<file path="src/rtl/pmem_arb_pkg.sv">
// Shared types and default widths for the physical-memory arbiter.
package pmem_arb_pkg;

    localparam int ADDR_W_DEF = 32;
    localparam int LINE_W_DEF = 256;

    typedef enum logic [1:0] {
        IDLE   = 2'd0,
        I_BUSY = 2'd1,
        D_BUSY = 2'd2
    } arb_state_e;

    typedef enum logic [1:0] {
        NONE = 2'd0,
        I    = 2'd1,
        D    = 2'd2
    } arb_client_e;

endpackage

</file>
<file path="src/rtl/pmem_arb_pick.sv">
// Combinational winner select between I and D requests.
// PMEM_ARB_RR_EN selects round-robin on a tie; otherwise D always wins a tie.
module pmem_arb_pick
    import pmem_arb_pkg::*;
(
    input  logic        i_req,
    input  logic        d_req,
`ifdef PMEM_ARB_RR_EN
    input  arb_client_e last_grant,
`endif
    output arb_client_e winner
);

    always_comb begin
        winner = NONE;
        if (i_req && d_req) begin
`ifdef PMEM_ARB_RR_EN
            winner = (last_grant == D) ? I : D;
`else
            winner = D;
`endif
        end else if (d_req) begin
            winner = D;
        end else if (i_req) begin
            winner = I;
        end
    end

endmodule

</file>
<file path="src/rtl/pmem_arbiter.sv">
// Arbitrates whole-line I-cache / D-cache transfers onto one physical-memory port.
// Optional round-robin tie-break when PMEM_ARB_RR_EN is defined.
module pmem_arbiter
    import pmem_arb_pkg::*;
#(
    parameter int ADDR_W = ADDR_W_DEF,
    parameter int LINE_W = LINE_W_DEF
) (
    input  logic              clk,
    input  logic              rst_n,
    input  logic              i_pmem_read,
    input  logic [ADDR_W-1:0] i_pmem_address,
    output logic [LINE_W-1:0] i_pmem_rdata,
    output logic              i_pmem_resp,
    input  logic              d_pmem_read,
    input  logic              d_pmem_write,
    input  logic [ADDR_W-1:0] d_pmem_address,
    input  logic [LINE_W-1:0] d_pmem_wdata,
    output logic [LINE_W-1:0] d_pmem_rdata,
    output logic              d_pmem_resp,
    output logic              pmem_read,
    output logic              pmem_write,
    output logic [ADDR_W-1:0] pmem_address,
    output logic [LINE_W-1:0] pmem_wdata,
    input  logic [LINE_W-1:0] pmem_rdata,
    input  logic              pmem_resp
);

    arb_state_e        state_q, state_d;
    arb_client_e       mask_q, mask_d;
    arb_client_e       winner;
    logic              pmem_read_q, pmem_read_d;
    logic              pmem_write_q, pmem_write_d;
    logic [ADDR_W-1:0] pmem_address_q, pmem_address_d;
    logic [LINE_W-1:0] pmem_wdata_q, pmem_wdata_d;
    logic              i_req, d_req;

    // mask keeps a cache that still asserts its request after resp from re-winning
    assign i_req = (state_q == IDLE) && i_pmem_read && (mask_q != I);
    assign d_req = (state_q == IDLE) && (d_pmem_read || d_pmem_write) && (mask_q != D);

`ifdef PMEM_ARB_RR_EN
    arb_client_e last_grant_q, last_grant_d;

    pmem_arb_pick u_pick (
        .i_req      (i_req),
        .d_req      (d_req),
        .last_grant (last_grant_q),
        .winner     (winner)
    );
`else
    pmem_arb_pick u_pick (
        .i_req  (i_req),
        .d_req  (d_req),
        .winner (winner)
    );
`endif

    always_comb begin
        state_d        = state_q;
        mask_d         = mask_q;
        pmem_read_d    = pmem_read_q;
        pmem_write_d   = pmem_write_q;
        pmem_address_d = pmem_address_q;
        pmem_wdata_d   = pmem_wdata_q;
`ifdef PMEM_ARB_RR_EN
        last_grant_d   = last_grant_q;
`endif
        case (state_q)
            IDLE: begin
                mask_d = NONE;
                if (winner == D) begin
                    state_d        = D_BUSY;
                    pmem_address_d = d_pmem_address;
                    pmem_wdata_d   = d_pmem_wdata;
                    pmem_write_d   = d_pmem_write;
                    pmem_read_d    = d_pmem_read && !d_pmem_write;
`ifdef PMEM_ARB_RR_EN
                    last_grant_d   = D;
`endif
                end else if (winner == I) begin
                    state_d        = I_BUSY;
                    pmem_address_d = i_pmem_address;
                    pmem_read_d    = 1'b1;
                    pmem_write_d   = 1'b0;
`ifdef PMEM_ARB_RR_EN
                    last_grant_d   = I;
`endif
                end
            end
            I_BUSY, D_BUSY: begin
                if (pmem_resp) begin
                    state_d      = IDLE;
                    pmem_read_d  = 1'b0;
                    pmem_write_d = 1'b0;
                    mask_d       = (state_q == I_BUSY) ? I : D;
                end
            end
            default: state_d = IDLE;
        endcase
    end

    always_ff @(posedge clk or negedge rst_n) begin
        if (!rst_n) begin
            state_q        <= IDLE;
            mask_q         <= NONE;
            pmem_read_q    <= 1'b0;
            pmem_write_q   <= 1'b0;
            pmem_address_q <= '0;
            pmem_wdata_q   <= '0;
`ifdef PMEM_ARB_RR_EN
            last_grant_q   <= D;
`endif
        end else begin
            state_q        <= state_d;
            mask_q         <= mask_d;
            pmem_read_q    <= pmem_read_d;
            pmem_write_q   <= pmem_write_d;
            pmem_address_q <= pmem_address_d;
            pmem_wdata_q   <= pmem_wdata_d;
`ifdef PMEM_ARB_RR_EN
            last_grant_q   <= last_grant_d;
`endif
        end
    end

    assign pmem_read    = pmem_read_q;
    assign pmem_write   = pmem_write_q;
    assign pmem_address = pmem_address_q;
    assign pmem_wdata   = pmem_wdata_q;
    assign i_pmem_rdata = pmem_rdata;
    assign d_pmem_rdata = pmem_rdata;
    assign i_pmem_resp  = pmem_resp && (state_q == I_BUSY);
    assign d_pmem_resp  = pmem_resp && (state_q == D_BUSY);

    // Simultaneous D read and write is illegal; the write is taken if it happens
    d_rw_conflict: assert property (@(posedge clk) disable iff (!rst_n)
        !(winner == D && d_pmem_read && d_pmem_write));

endmodule

</file>
<file path="config.mk">
export PLATFORM = sky130hd
export DESIGN_NAME = pmem_arbiter
export DESIGN_NICKNAME = d
export VERILOG_FILES = /design/src/rtl/pmem_arb_pkg.sv /design/src/rtl/pmem_arb_pick.sv /design/src/rtl/pmem_arbiter.sv
export SDC_FILE = /design/constraint.sdc
export NUM_CORES = 1
export LEC_CHECK = 0
export CAP_MARGIN = 20
export CORE_AREA = 2 2 547 549
export CTS_BUF_LIST = sky130_fd_sc_hd__clkbuf_8 sky130_fd_sc_hd__clkbuf_16
export DETAILED_ROUTE_END_ITERATION = 6
export DIE_AREA = 0 0 549 551
export PLACE_DENSITY = 0.32
export SETUP_SLACK_MARGIN = 0.2
export SKIP_LAST_GASP = 1
export SYNTH_ARGS = -nofsm -noshare
export SYNTH_HDL_FRONTEND = slang
export SYNTH_SLANG_ARGS = --single-unit
</file>
<file path="constraint.sdc">
create_clock -name clk -period 5.5 [get_ports clk]
set_clock_uncertainty 0.15 [all_clocks]
set_input_delay 1.1 -clock clk [delete_from_list [all_inputs] [get_ports clk]]
set_output_delay 1.1 -clock clk [all_outputs]
set_load 0.005 [all_outputs]
</file>
Word level (Yosys, flattened, before mapping)

Index checks and enable logic that the tools add are counted.

Output and inout bits: 804
Memories kept: 0
Word-level logic and storage cells: 52
Bits in latches: 0
Flip-flop bits (word level): 294
Input port bits: 582
Bits in writable memories: 0
Memory bits (read-only): 0

Equality and inequality tests: 8
Add/subtract/negate cells: 0
$mul: 0
Reductions and logical operators: 19
Shift-type cells: 0
Muxes and demuxes: 19
Divide/modulo/power cells: 0
Order comparisons: 0
Bitwise operators: 0

Operator list:

| kind                 | count |
|---|---|
| $mux W32             | 2 |
| $mux W2              | 7 |
| $logic_and A1 B1 Y1  | 8 |
| $pmux W2 S2          | 2 |
| $reduce_and A2 Y1    | 4 |
| $mux W1              | 6 |
| $eq A2 B1 Y1 const B | 2 |
| $eq A2 B2 Y1 const B | 2 |
| $ne A2 B2 Y1 const B | 2 |
| $pmux W1 S2          | 2 |
| $reduce_bool A2 Y1   | 2 |
| $ne A3 B1 Y1 const B | 1 |
| $reduce_and A3 Y1    | 1 |
| $logic_not A2 Y1     | 1 |
| $ne A2 B1 Y1 const B | 1 |
| $reduce_or A2 Y1     | 1 |
| $logic_not A1 Y1     | 1 |
| $logic_or A1 B1 Y1   | 1 |

Logic depth before layout (Yosys ltp)

Depth after elaboration: 10
Gate-level depth with buffers: 8
Mapped depth without buffers: 6

By module

From an unflattened synthesis, not the netlist that was laid out.

Cells, all modules: 1238
Area, all modules: 16246.8 um^2

By module, submodules not included:

| module        | area each (um^2) | sequential area each (um^2) | times used | cells each |
|---|---|---|---|---|
| pmem_arbiter  | 16236.8          | 7357.1                      | 1          | 1236 |
| pmem_arb_pick | 10.0             | 0.0                         | 1          | 2 |

Worst setup path after synthesis

Ideal clock, no wire load.

Path type: input port to output port
From: in pmem_resp
To: out d_pmem_resp
Stages: 1
Path slack: 3.025 ns
Path buffers: 0
Data required time: 4.250 ns
Arrival time: 1.225 ns
Cell sequence: and2_1

Cells in the longest elaborated chain, start to end: 1

Ends and longest elaborated chain:

| item                | line                | RTL |
|---|---|---|
| from (decl)         | pmem_arbiter.sv:26  | `input logic pmem_resp` |
| $logic_and A1 B1 Y1 | pmem_arbiter.sv:134 | `assign d_pmem_resp = pmem_resp && (state_q == D_BUSY);` |
| to (decl)           | pmem_arbiter.sv:20  | `output logic d_pmem_resp,` |

Every way passes these cells.

Worst setup path after layout

From: in pmem_resp
To: out i_pmem_resp

Cells in the longest elaborated chain, start to end: 1

Ends and longest elaborated chain:

| item                | line                | RTL |
|---|---|---|
| $logic_and A1 B1 Y1 | pmem_arbiter.sv:133 | `assign i_pmem_resp = pmem_resp && (state_q == I_BUSY);` |
| to (decl)           | pmem_arbiter.sv:14  | `output logic i_pmem_resp,` |

Every way passes these cells.

==> summary.md <==
| Metric | Value |
|---|---|
| Fmax | `258 MHz` |
| Flip-flop and latch count after synthesis | `294` |
| DRC viols | `0` |
| Die W | `between 500 and 600 um` |
| Port Buf Inserts | `roughly 620` |
| Leak | `between 0.008 and 0.009 uW` |
| Worst path top cell family by delay | `buffers and inverters` |
| Clk_lat worst skew | `0.62 ns` |
| Slew HR | `32.4%` |
| Crit path buffers/inverters | `2` |
| Clock Tree Buf Depth | `3` |
| Layout Area Growth over Synthesis | `56.6%` |
| First-pass GRT wire length | `161000 um` |
| Worst stage delay on the critical path | `0.77 ns` |
| Period utilization | `70.5%` |
| Most frequent cell after synthesis | `buf_4` |
| Sequential-to-total area share from yosys stat | `48.5%` |
| Setup crit end kind | `output port` |
| # clock sinks | `294` |
| EDFF count, synth | `0` |
| Post-synthesis net count | `1819` |
| RSZ-0062 raised after global routing | `false` |
| Crit-path cells | `clkdlybuf4s50_1 -> and2_1 -> clkdlybuf4s50_1` |
| Worst Path Required | `4.25 ns` |
| Share of cells above drive strength 1 | `between 20% and 30%` |
| Post-CTS Setup Repair Bufs | `0` |
| Wirelength per Cell | `25.8 um` |
| First-pass iteration count of the detailed router | `4` |
| Vias per cell | `1.82` |
| Max_cap viols | `0` |
| Detail Route Antenna Nets | `0` |
| Root Driver | `clkbuf_16` |
| CTS Buf Count | `42` |
| Synth Cell Area | `about 15000 um^2` |
| Status | `complete, no violations` |
| Hold crit path type | `input pin to asynchronous set/reset pin` |
| Vias in the first global route | `10.7k` |
| Total Power | `13200 uW` |
| Pwr per Cell Area | `556 nW/um^2` |
| Initial antenna violation count | `44` |
| Num rows | `200` |
| CTS tree | `done` |
| CP most frequent cell | `clkdlybuf4s50_1` |
| Core region area | `a little under 300000 um^2` |
| Worst-Margin Slew | `between 1 and 1.5 ns` |
| Prevailing post-synth register cell | `dfrtp_1` |
| Final Hold Fails | `0` |
| Final min period | `3.88 ns` |
| Design area | `roughly 24000 um^2` |
| Max FO, Critical Path | `4` |
| CP startpoint kind | `input pin` |
| Post-DP Area | `22300 um^2` |
| Setup-failing EPs final | `0` |
| Mapped Cells | `1231` |
| Clk slew on worst S/H paths | `~0.060 ns` |
| Cell depth of the worst flop-to-flop path | `6` |
| Overflow left after global routing | `0` |
| Asr flop ratio synth | `100%` |
| Synth top cells by count | `buf_4 (521), dfrtp_1 (294), mux2_2 (238)` |
| Routability-driven placement congestion ratio | `about 0.74` |
| Setup total negative slack | `0 ns` |
| CTS Hold Buffers Added | `0` |
| Pin count of the biggest net entering global routing | `99` |
| Top cell type's share of synthesized area | `between 40% and 50%` |
| Crit path DAT | `between 2 and 3 ns` |
| Nets | `about 1.9k` |
| Synth Warn # | `0` |
| Slew Viols, Final | `0` |
| Io pins | `1386` |
| Crit. path cell count | `3` |
| DRT iter0 DRCs | `between 200 and 300` |
| Area leader, netlist | `dfrtp_1` |
| Average cell area after synthesis | `12.3 um^2` |
| Htree depth | `2` |
| Die area | `302000 um^2` |
| Synth top area cells | `dfrtp_1 (49%), buf_4 (26%), mux2_2 (18%), mux2i_1 (2.2%), mux2_1 (1.6%)` |
| Hpwl dp | `121000 um` |
| Starting Density | `5.12%` |
| Die height | `551 um` |
| Multi-input logic area | `~3700 um^2` |
| Final wirelength | `137000 um` |
| WS Path Type | `input pin to output port` |
| Core Util, Final | `8.01%` |
| Peak VDD IR | `0.358 mV` |
| Netlist cell types | `23` |
| Layout fillers | `34.5k` |
| Gr usage total | `under 10%` |
| Vias | `between 9k and 10k` |
| Register area | `between 7000 and 8000 um^2` |
| CP max-delay cell | `clkdlybuf4s50_1` |
| Post-cts sizing count | `0` |
[report_power, final]
group / leakage [uW] / total (uW) / internal (uW) / switching, uW
Combinational: 0.00390 / 6310 / 3410 / 2910
Clock: 0.000707 / 2840 / 1670 / 1170
Sequential: 0.00343 / 4050 / 3300 / 746
Total: 0.00804 / 13200 / 8380 / 4820
[layout by cell type, fill, tap and decap left out, types with 2 or more instances in the layout]
cell type and instances:
a21oi_1 35, and2_1 2, buf_12 6, buf_4 4, bufinv_16 4, clkbuf_16 43
clkbuf_8 6, clkdlybuf4s50_1 616, clkinv_2 4, clkinvlp_4 2, dfrtp_1 294, diode_2 3
ha_1 6, inv_1 12, mux2_1 22, mux2_2 238, mux2i_1 33, nand2b_1 3
nor2_1 34
[per-layer routing]
layer  track usage (%)  vias up  wire length, um
met5             0.360        -              152
met4              2.72        2             4470
met3              10.9      266            37600
met2              13.7     1250            61200
met1              6.25     4393            33800
li1                  -     3792                -
[cell families (layout without fill, tap and decap cells)]
family | count (synthesis) | after routing | synth area share (%)
flip-flops | 294 | 294 | 48.5
other | 0 | 3 | 0
AO/OA/AOI/OAI | 38 | 38 | 1.30
buffers and inverters | 554 | 700 | 26.8
AND/OR/NAND/NOR | 46 | 46 | 1.35
multiplexers | 293 | 293 | 21.5
adder cells (fa/ha/maj) | 6 | 6 | 0.495
[per-stage QoR]
| step | hold slack, ns | worst slack (ns) | instances |
|---|---|---|---|
| 3_3_place_gp | 0.334 | 1.59 | 5244 |
| 2_1_floorplan | 0.339 | 3.03 | 1231 |
| 6_report | 0.300 | 1.62 | 5319 |
| 5_1_grt | 0.319 | 1.60 | 5317 |
| 3_5_place_dp | 0.335 | 1.61 | 5244 |
| 4_1_cts | 0.267 | 1.61 | 5315 |
[final timing paths]
| kind | from | slack [ns] | end |
|---|---|---|---|
| worst max-delay path | pmem_resp | 1.62 | i_pmem_resp |
| worst min-delay path | rst_n | 0.30 | pmem_wdata[218]$_DFFE_PN0P_ |
| worst max register to register | state_q[0]$_DFFE_PN0P_ | 2.85 | pmem_wdata[37]$_DFFE_PN0P_ |
| worst min register to register | pmem_wdata[59]$_DFFE_PN0P_ | 0.35 | pmem_wdata[59]$_DFFE_PN0P_ |
| max in group asynchronous | rst_n | 3.81 | pmem_wdata[89]$_DFFE_PN0P_ |
| min in group clk | pmem_wdata[59]$_DFFE_PN0P_ | 0.35 | pmem_wdata[59]$_DFFE_PN0P_ |
[worst register-to-register path: cells and delay by family, from the launching register on]
kind / cells / cell delay, ns
adder cells (fa/ha/maj): 1 / 0.32
buffers and inverters: 3 / 0.74
flip-flops: 1 / 0.41
multiplexers: 1 / 0.65
AND/OR/NAND/NOR: 1 / 0.26
[sequential cells by signal, summed over array words and instances, names as in the netlist]
signal,flops
pmem_write,1
mask_q,2
pmem_read,1
pmem_address,32
state_q,2
pmem_wdata,256
[area by class of cell]
cell class	count	share of cell area [%]
Sequential cell	294	31.0
Inverter	2	0.0316
Timing Repair Buffer	627	26.7
Clock buffer	49	4.88
Multi-Input combinational cell	383	15.7
Antenna cell	3	0.0316
Tap cell	3939	20.8
Clock inverter	22	0.886
Note: power is estimated with default switching activity, not from simulation.
